**config.mk**
```make
export PLATFORM = sky130hd
export DESIGN_NAME = imem_loader
export DESIGN_NICKNAME = d
export VERILOG_FILES = /design/src/rtl/imem_loader_pkg.sv /design/src/rtl/imem_loader_byte_packer.sv /design/src/rtl/imem_loader.sv
export SDC_FILE = /design/constraint.sdc
export NUM_CORES = 1
export LEC_CHECK = 0
export CAP_MARGIN = 5
export CORE_ASPECT_RATIO = 2
export CORE_MARGIN = 5
export CORE_UTILIZATION = 45
export DETAILED_ROUTE_END_ITERATION = 10
export PLACE_DENSITY_LB_ADDON = 0.2
export SYNTH_ARGS = -nofsm -noshare
export SYNTH_HDL_FRONTEND = slang
export SYNTH_SLANG_ARGS = --single-unit
```
**constraint.sdc**
```tcl
create_clock -name clk -period 2.3 [get_ports clk]
set_input_delay 0.46 -clock clk [delete_from_list [all_inputs] [get_ports clk]]
set_output_delay 0.46 -clock clk [all_outputs]
set_load 0.02 [all_outputs]
```
**src/rtl/imem_loader_pkg.sv**
```systemverilog
// Shared types and constants for the instruction-memory loader.
// Holds the FSM state encoding and the word/byte geometry.
package imem_loader_pkg;

   localparam int DEPTH_DEF      = 64;
   localparam int WORD_W         = 32;
   localparam int BYTE_W         = 8;
   localparam int BYTES_PER_WORD = WORD_W / BYTE_W;
   localparam int BIDX_W         = 2;

   typedef enum logic [1:0] {
      ST_IDLE  = 2'd0,
      ST_LOAD  = 2'd1,
      ST_WRITE = 2'd2,
      ST_DONE  = 2'd3
   } state_t;

endpackage

```
**src/rtl/imem_loader_byte_packer.sv**
```systemverilog
// Assembles a little-endian byte stream into 32-bit words.
// Flags the cycle in which the last byte of a word is accepted.
module byte_packer
   import imem_loader_pkg::*;
(
   input  logic              clk,
   input  logic              rst_n,
   input  logic              clear,
   input  logic              byte_en,
   input  logic [BYTE_W-1:0] byte_data,
   output logic [WORD_W-1:0] word,
   output logic              word_full
);

   logic [BIDX_W-1:0] byte_idx;

   // Shifting in from the top lands byte k at bits [8k+7:8k] after four bytes.
   always_ff @(posedge clk or negedge rst_n) begin
      if (!rst_n) begin
         byte_idx <= '0;
         word     <= '0;
      end else if (clear) begin
         byte_idx <= '0;
         word     <= '0;
      end else if (byte_en) begin
         byte_idx <= byte_idx + BIDX_W'(1);
         word     <= {byte_data, word[WORD_W-1:BYTE_W]};
      end
   end

   assign word_full = byte_en && (byte_idx == BIDX_W'(BYTES_PER_WORD - 1));

endmodule

```
**src/rtl/imem_loader.sv**
```systemverilog
// Loads a byte stream into instruction memory one word at a time.
// state | meaning
// IDLE  | waiting for start; err reports the last rejected start
// LOAD  | accepting bytes of the current word
// WRITE | one-cycle write strobe of the assembled word
// DONE  | session completed; waiting for start
module imem_loader
   import imem_loader_pkg::*;
#(
   parameter int DEPTH = DEPTH_DEF,
   parameter int CNT_W = 7
) (
   input  logic             clk,
   input  logic             rst_n,
   input  logic             start,
   input  logic             abort,
   input  logic [CNT_W-1:0] num_words,
   input  logic             byte_valid,
   input  logic [7:0]       byte_data,
   output logic             byte_ready,
   output logic             mem_we,
   output logic [31:0]      mem_addr,
   output logic [31:0]      mem_wdata,
   output logic             busy,
   output logic             done,
   output logic             err
);

   localparam logic [CNT_W-1:0] DEPTH_C = CNT_W'(DEPTH);

   state_t           state, state_nxt;
   logic [CNT_W-1:0] num_q;
   logic [CNT_W-1:0] word_idx;
   logic             idle_like;
   logic             start_ok;
   logic             start_acc;
   logic             start_rej;
   logic             last_word;
   logic             byte_en;
   logic             word_full;
   logic             pk_clear;
   logic [WORD_W-1:0] pk_word;

   assign idle_like = (state == ST_IDLE) || (state == ST_DONE);
   assign start_ok  = (num_words != '0) && (num_words <= DEPTH_C);
   assign start_acc = idle_like && start && start_ok;
   assign start_rej = idle_like && start && !start_ok;
   assign last_word = ((word_idx + CNT_W'(1)) == num_q);
   assign byte_en   = byte_valid && byte_ready;
   assign pk_clear  = start_acc || (abort && busy);

   always_ff @(posedge clk or negedge rst_n) begin
      if (!rst_n) state <= ST_IDLE;
      else        state <= state_nxt;
   end

   always_comb begin
      state_nxt = state;
      case (state)
         ST_IDLE, ST_DONE: if (start_acc) state_nxt = ST_LOAD;
         ST_LOAD: begin
            if (abort)          state_nxt = ST_IDLE;
            else if (word_full) state_nxt = ST_WRITE;
         end
         ST_WRITE: begin
            if (abort)          state_nxt = ST_IDLE;
            else if (last_word) state_nxt = ST_DONE;
            else                state_nxt = ST_LOAD;
         end
         default: state_nxt = ST_IDLE;
      endcase
   end

   // Gating byte_ready with abort keeps an aborting cycle from consuming a byte.
   always_comb begin
      byte_ready = (state == ST_LOAD) && !abort;
      mem_we     = (state == ST_WRITE);
      busy       = (state == ST_LOAD) || (state == ST_WRITE);
      done       = (state == ST_DONE);
   end

   // The last word leaves word_idx in place so the address never passes the top word.
   always_ff @(posedge clk or negedge rst_n) begin
      if (!rst_n) begin
         num_q    <= '0;
         word_idx <= '0;
         err      <= 1'b0;
      end else begin
         if (start_acc) begin
            num_q    <= num_words;
            word_idx <= '0;
            err      <= 1'b0;
         end else if (start_rej) begin
            err <= 1'b1;
         end else if (busy && abort) begin
            word_idx <= '0;
         end else if ((state == ST_WRITE) && !last_word) begin
            word_idx <= word_idx + CNT_W'(1);
         end
      end
   end

   assign mem_addr  = {{(32 - CNT_W - 2){1'b0}}, word_idx, 2'b00};
   assign mem_wdata = pk_word;

   byte_packer u_packer (
      .clk       (clk),
      .rst_n     (rst_n),
      .clear     (pk_clear),
      .byte_en   (byte_en),
      .byte_data (byte_data),
      .word      (pk_word),
      .word_full (word_full)
   );

endmodule

```
==> metrics.txt, run 1 <==
routed vias approximately 2200; Port-buffer cells 63; setup_tns 0 ns; area leader, netlist dfrtp_1; CP startpoint num_words[3]; CORE AREA 5906 µm²; Overflow after GRT 0; Max-Cap Viols 0; # setup viols final 0; Synth top area share 47.46%; final cell count without fillers 435; hold-fix buffers at CTS 0; R2R Path End word_idx[6]; Cells after Synth 295; number of routed nets with antenna violations 0; slowest CP cell or4_4; status completed; DRT Wirelength 6094 µm; final instance area 3580 µm²; Peak VDD IR 0.6663 mV; top cells by count, synth nand2_1 (83), dfrtp_1 (51), a21oi_1 (36), buf_4 (30), nor2_1 (11); drt pass-1 iters 4; Worst setup EP type flip-flop; Slew Limit Fails 0; n_diodes 0; worst path cell trace dlygate4sd2_1, or4_4, o31a_4, o21bai_4, nand3_2, or4_1, nand2_1; synth warn 0; CTS Buffer Depth 2; synthesis-stage register bit count 51; critical path data required time between 2 and 3 ns; Fin Hold WS 0.1577 ns; Core Rows 40; arrival time at the worst endpoint 2.49 ns; fraction of final layout cells sized beyond drive strength 1 between 10% and 20%; DR iter-0 viols about 130; placed cell areas 3388 µm²; total clock sinks 51; Min-Delay Path Class input pin to async pin; clock buffer count from CTS 5; # nets final just under 400; worst slack at placement -0.3777 ns; Worst path max stage delay 0.55 ns; Die H 119.3 µm; synthesized area about 2700 µm²; I/O pins 89; largest cells by area after synthesis dfrtp_1 (47%), nand2_1 (12%), buf_4 (8.4%), a21oi_1 (6.7%), mux2_2 (3.4%); Least-Margin Pin Slew ~0.6 ns; crit path buf inv count 1; r2r setup slk ~0.080 ns; global-route wire length before repair a little over 10000 µm; Inst Count DP 424; Setup Skew ~0.0022 ns; Die ar. 7715 µm²; CTS H-tree lvls 2; Max-slew headroom 58.67%; Worst R2R Start word_idx[0]; antenna violations before repair 0; Critical Path Fanout Max 4; Pwr Density roughly 790 nW/µm²; Synth async-reset ratio 100.0%; leakage power figure 1.574 nW; GRT Total Usage 16.23%; Distinct cells, synth 40; area grow syn2layout 33.13%; R2R cell count 6; Final Cycle Share 98.67%; register area share after synthesis 47.46%; drc violations 0; largest net degree at the start of global routing 36; Crit Path Class input pin to flip-flop; Worst-Skew Late Latency 0.28 ns; Worst-path clk slew about 0.06 ns; Power, Total about 2.8 mW; vias per cell 5.149; Root Buffer Master clkbuf_16; post-DR wirelength/cell 14.01 µm; routability cong. 0.7969; Starting Density between 40 and 50%; minimum clock period 2.269 ns; ys flop type dfrtp_1; most frequent cell after synthesis nand2_1; Die Span X 64.66 µm; DP Wirelength approximately 4500 µm; CP delay by family, top simple AND/OR/NAND/NOR gates; Final Worst Setup Slack 0.03069 ns; Post-synth EDFFs 0; fmax 0.4407 GHz; Core Util, Final 60.61%; CTS tree built; syn avg cell area 9.115 µm²; final hold violations 0; Critical Path Start Type input pin; vias in the first global route approximately 2400
## cell type report
cell class	count	area (µm²)
Fill cell	536	2326
Sequential cell	51	1276
Inverter	4	15.01
Tap cell	63	78.83
Clock inverter	2	13.76
Multi-Input combinational cell	226	1259
Timing Repair Buffer	84	812.0
Clock buffer	5	125.1
## cells in the final DEF (no fill, tap or decap), drive strengths merged, types with 3 or more instances in the layout
cell	count
a21oi	36
and3	4
buf	22
clkbuf	5
clkdlybuf4s50	56
conb	25
dfrtp	51
dlygate4sd2	5
ha	5
inv	4
mux2	8
nand2	83
nand3	4
nand4	3
nor2	11
nor2b	4
nor4	3
o21ai	10
or4	3
xnor2	6
## worst max path at each step
| stage | slack (ns) | depth (start not counted) | endpoint |
|---|---|---|---|
| 2_1_floorplan | 0.03 | 8 | word_idx[3] |
| 3_3_place_gp | -0.33 | 6 | num_q[5] |
| 3_5_place_dp | -0.38 | 6 | num_q[5] |
| 4_1_cts | 0.07 | 4 | byte_ready |
| 5_1_grt | -0.0003 | 7 | word_idx[4] |
| 6_report | 0.03 | 7 | word_idx[4] |
## flip-flops by register name, summed over array words and instances, names as in the netlist
register	count
u_packer.byte_idx	2
err	1
num_q	7
word_idx	7
u_packer.word	32
state	2
## power breakdown
part           switching (mW)  internal (mW)  leakage (nW)
combinational           0.550          0.429         0.816
clock                   0.309          0.397        0.0696
sequential              0.123           1.04         0.689
total                   0.982           1.86          1.57
## timing repair
action	in CTS	in global routing
pin swaps	7	0
gates cloned	1	0
setup endpoints to repair	17	3
gates resized for setup	10	5
setup buffers	3	0
hold endpoints to repair	0	0
## routing by layer
layer	vias to the layer above	part of all wire, %	global-route usage [%]
met5	-	0	0
met4	0	1.5	5.430
met3	7	5.9	3.208
met2	80	50	27.98
met1	1057	43	19.90
li1	1096	-	-
## cell families after synthesis
family          count (synthesis)  share of synthesized area (%)
simple gates                  123                          20.85
compound gates                 56                          12.80
flops                          51                          47.46
buf+inv                        42                          10.10
mux                             9                          3.723
xor+xnor                        8                          2.606
fa+ha+maj                       5                          2.327
other cells                     1                         0.1395
(Power assumes the default switching activity.)
==> run 2: changes to the inputs <==
--- a/config.mk
+++ b/config.mk
@@ -11,6 +11,7 @@
 export CORE_UTILIZATION = 45
 export DETAILED_ROUTE_END_ITERATION = 10
 export PLACE_DENSITY_LB_ADDON = 0.2
+export SETUP_SLACK_MARGIN = 0.3
 export SYNTH_ARGS = -nofsm -noshare
 export SYNTH_HDL_FRONTEND = slang
 export SYNTH_SLANG_ARGS = --single-unit
==> metrics.txt, run 2 (synthesized netlist as in run 1, its figures left out) <==
# nets final 421; Worst-path clk slew 0.07 ns; Worst path max stage delay 0.55 ns; most common cell after layout, fill and taps aside nand2_1; leakage power figure 1.754 nW; total clock sinks 51; most frequent cells in the layout nand2_1 (81), clkdlybuf4s50_1 (55), dfrtp_1 (48); Final Cycle Share 94.95%; P_sw 1.240 mW; crit path buf inv count 5; number of routed nets with antenna violations 0; Root Buffer Master clkbuf_16; Die Span X 64.66 µm; Port-buffer cells 63; Core Util, Final a little under three quarters; drc violations 0; GRT Total Usage a little under a fifth; DP Wirelength between 4000 and 5000 µm; Starting Density between 40 and 50%; Critical Path Fanout Max 8; largest net degree at the start of global routing 36; Crit Path Class input pin to flip-flop; worst path cell trace buf_6, or4_4, o31a_4, buf_6, o31ai_4, buf_4, buf_6, clkbuf_16, a21oi_2; clock buffer count from CTS 5; largest registers u_packer.word: 32 flops, num_q: 7 flops, word_idx: 7 flops; Max-Cap Viols 0; Die H 119.3 µm; hold-fix buffers at CTS 0; clock power share 20.9%; CTS tree built; Overflow after GRT 0; Max-slew headroom 52.96%; CTS Buffer Depth 2; fraction of final layout cells sized beyond drive strength 1 34.09%; Setup Skew 0.005459 ns; Critical Path Start Type input pin; final hold violations 0; fmax 0.4579 GHz; Logic pwr share 44.6%; Levels on crit path 9; post-DR wirelength/cell ~17 µm; antenna violations before repair 0; filler instances 449; I/O pins between 80 and 90; CORE AREA 5906 µm²; CTS H-tree lvls 2; vias per cell 5.255; drt pass-1 iters 4; Fin Hold WS 0.2178 ns; most flop-heavy register u_packer.word; critical path data required time approximately 2.5 ns; Die ar. 7715 µm²; n_diodes 0; RSZ-0062 raised after global routing yes; Inst Count DP between 400 and 500; Slew Limit Fails 0; DR iter-0 viols 94; sequential share of power about a third; switch share between 30% and 40%; arrival time at the worst endpoint 2.37 ns; minimum clock period 2.184 ns; Int Pwr about 2.2 mW; routability cong. 0.8164; slowest CP cell or4_4; Peak VDD IR ~0.65 mV; Least-Margin Pin Slew 0.7057 ns; # setup viols final 0; CP delay by family, top buffers and inverters; most numerous cell on the critical path buf_6; Worst setup EP type flip-flop; vias in the first global route 2438; max reg flops 32; DRT Wirelength 7590 µm; Min-Delay Path Class input pin to async pin; Pwr Density 823.8 nW/µm²; Power, Total 3.452 mW; status completed; global-route wire length before repair 11650 µm; setup_tns 0 ns; final cell count without fillers 459; R2R cell count 8; Worst-Skew Late Latency just under 0.3 ns; Core Rows 40; area grow syn2layout 55.84%; routed vias 2412
[run 2: final cells by class]
cell class                 instances  area (µm²)  share of cell area, %
inverter                           4       15.01                 0.3583
clock buffer                       5       125.1                  2.986
multi-input combinational        226        1560                  37.24
timing repair buffer             108        1117                  26.66
sequential                        51        1280                  30.55
tap                               63       78.83                  1.881
clock inverter                     2       13.76                 0.3285
[run 2: power by group through the flow]
stage          Clock [mW]  Combinational, mW  Sequential (mW)
2_1_floorplan           0              0.581             1.22
3_3_place_gp            0              0.943             1.17
3_5_place_dp            0              0.966             1.18
4_1_cts             0.731               1.29             1.17
5_1_grt             0.772               1.65             1.21
6_report            0.721               1.54             1.19
[run 2: worst paths after layout]
path                                    from                end  slack [ns]
worst min-delay path                   rst_n        word_idx[4]        0.22
min in group clk                num_words[4]           num_q[4]        0.40
worst max-delay path            num_words[2]  u_packer.word[10]        0.12
worst max register to register   word_idx[1]        word_idx[6]        0.18
max in group asynchronous              rst_n   u_packer.word[4]        1.43
worst min register to register           err                err        0.51
[run 2: layer usage]
metal	vias up	global-route usage, %	wire length, µm
met4	0	6.093	132
li1	1146	-	-
met2	80	31.48	4013
met3	13	4.340	409
met5	-	0	0
met1	1173	24.12	3034
[run 2: metrics by stage]
| step | setup WS, ns | area [µm²] |
|---|---|---|
| floorplan | 0.1650 | 2804 |
| global placement | -0.3200 | 3387 |
| detailed placement | -0.3528 | 3387 |
| CTS | 0.1471 | 3919 |
| global route | 0.07520 | 4190 |
| finish | 0.1162 | 4190 |
[run 2: repair_timing]
item	in CTS	in global routing
setup buffers	21	5
pin swaps	14	13
setup endpoints to repair	53	51
resized for setup	63	48
cloned	3	2
[run 2: worst reg2reg max path, delay by kind of cell (launching register included)]
family | cells | cell delay (ns)
buffers and inverters | 1 | 0.18
xor gates and xnor gates | 1 | 0.18
adders and majority gates | 1 | 0.16
AOI/OAI and AO/OA | 1 | 0.28
DFF | 1 | 0.42
muxes | 1 | 0.34
and+or+nand+nor | 3 | 0.45
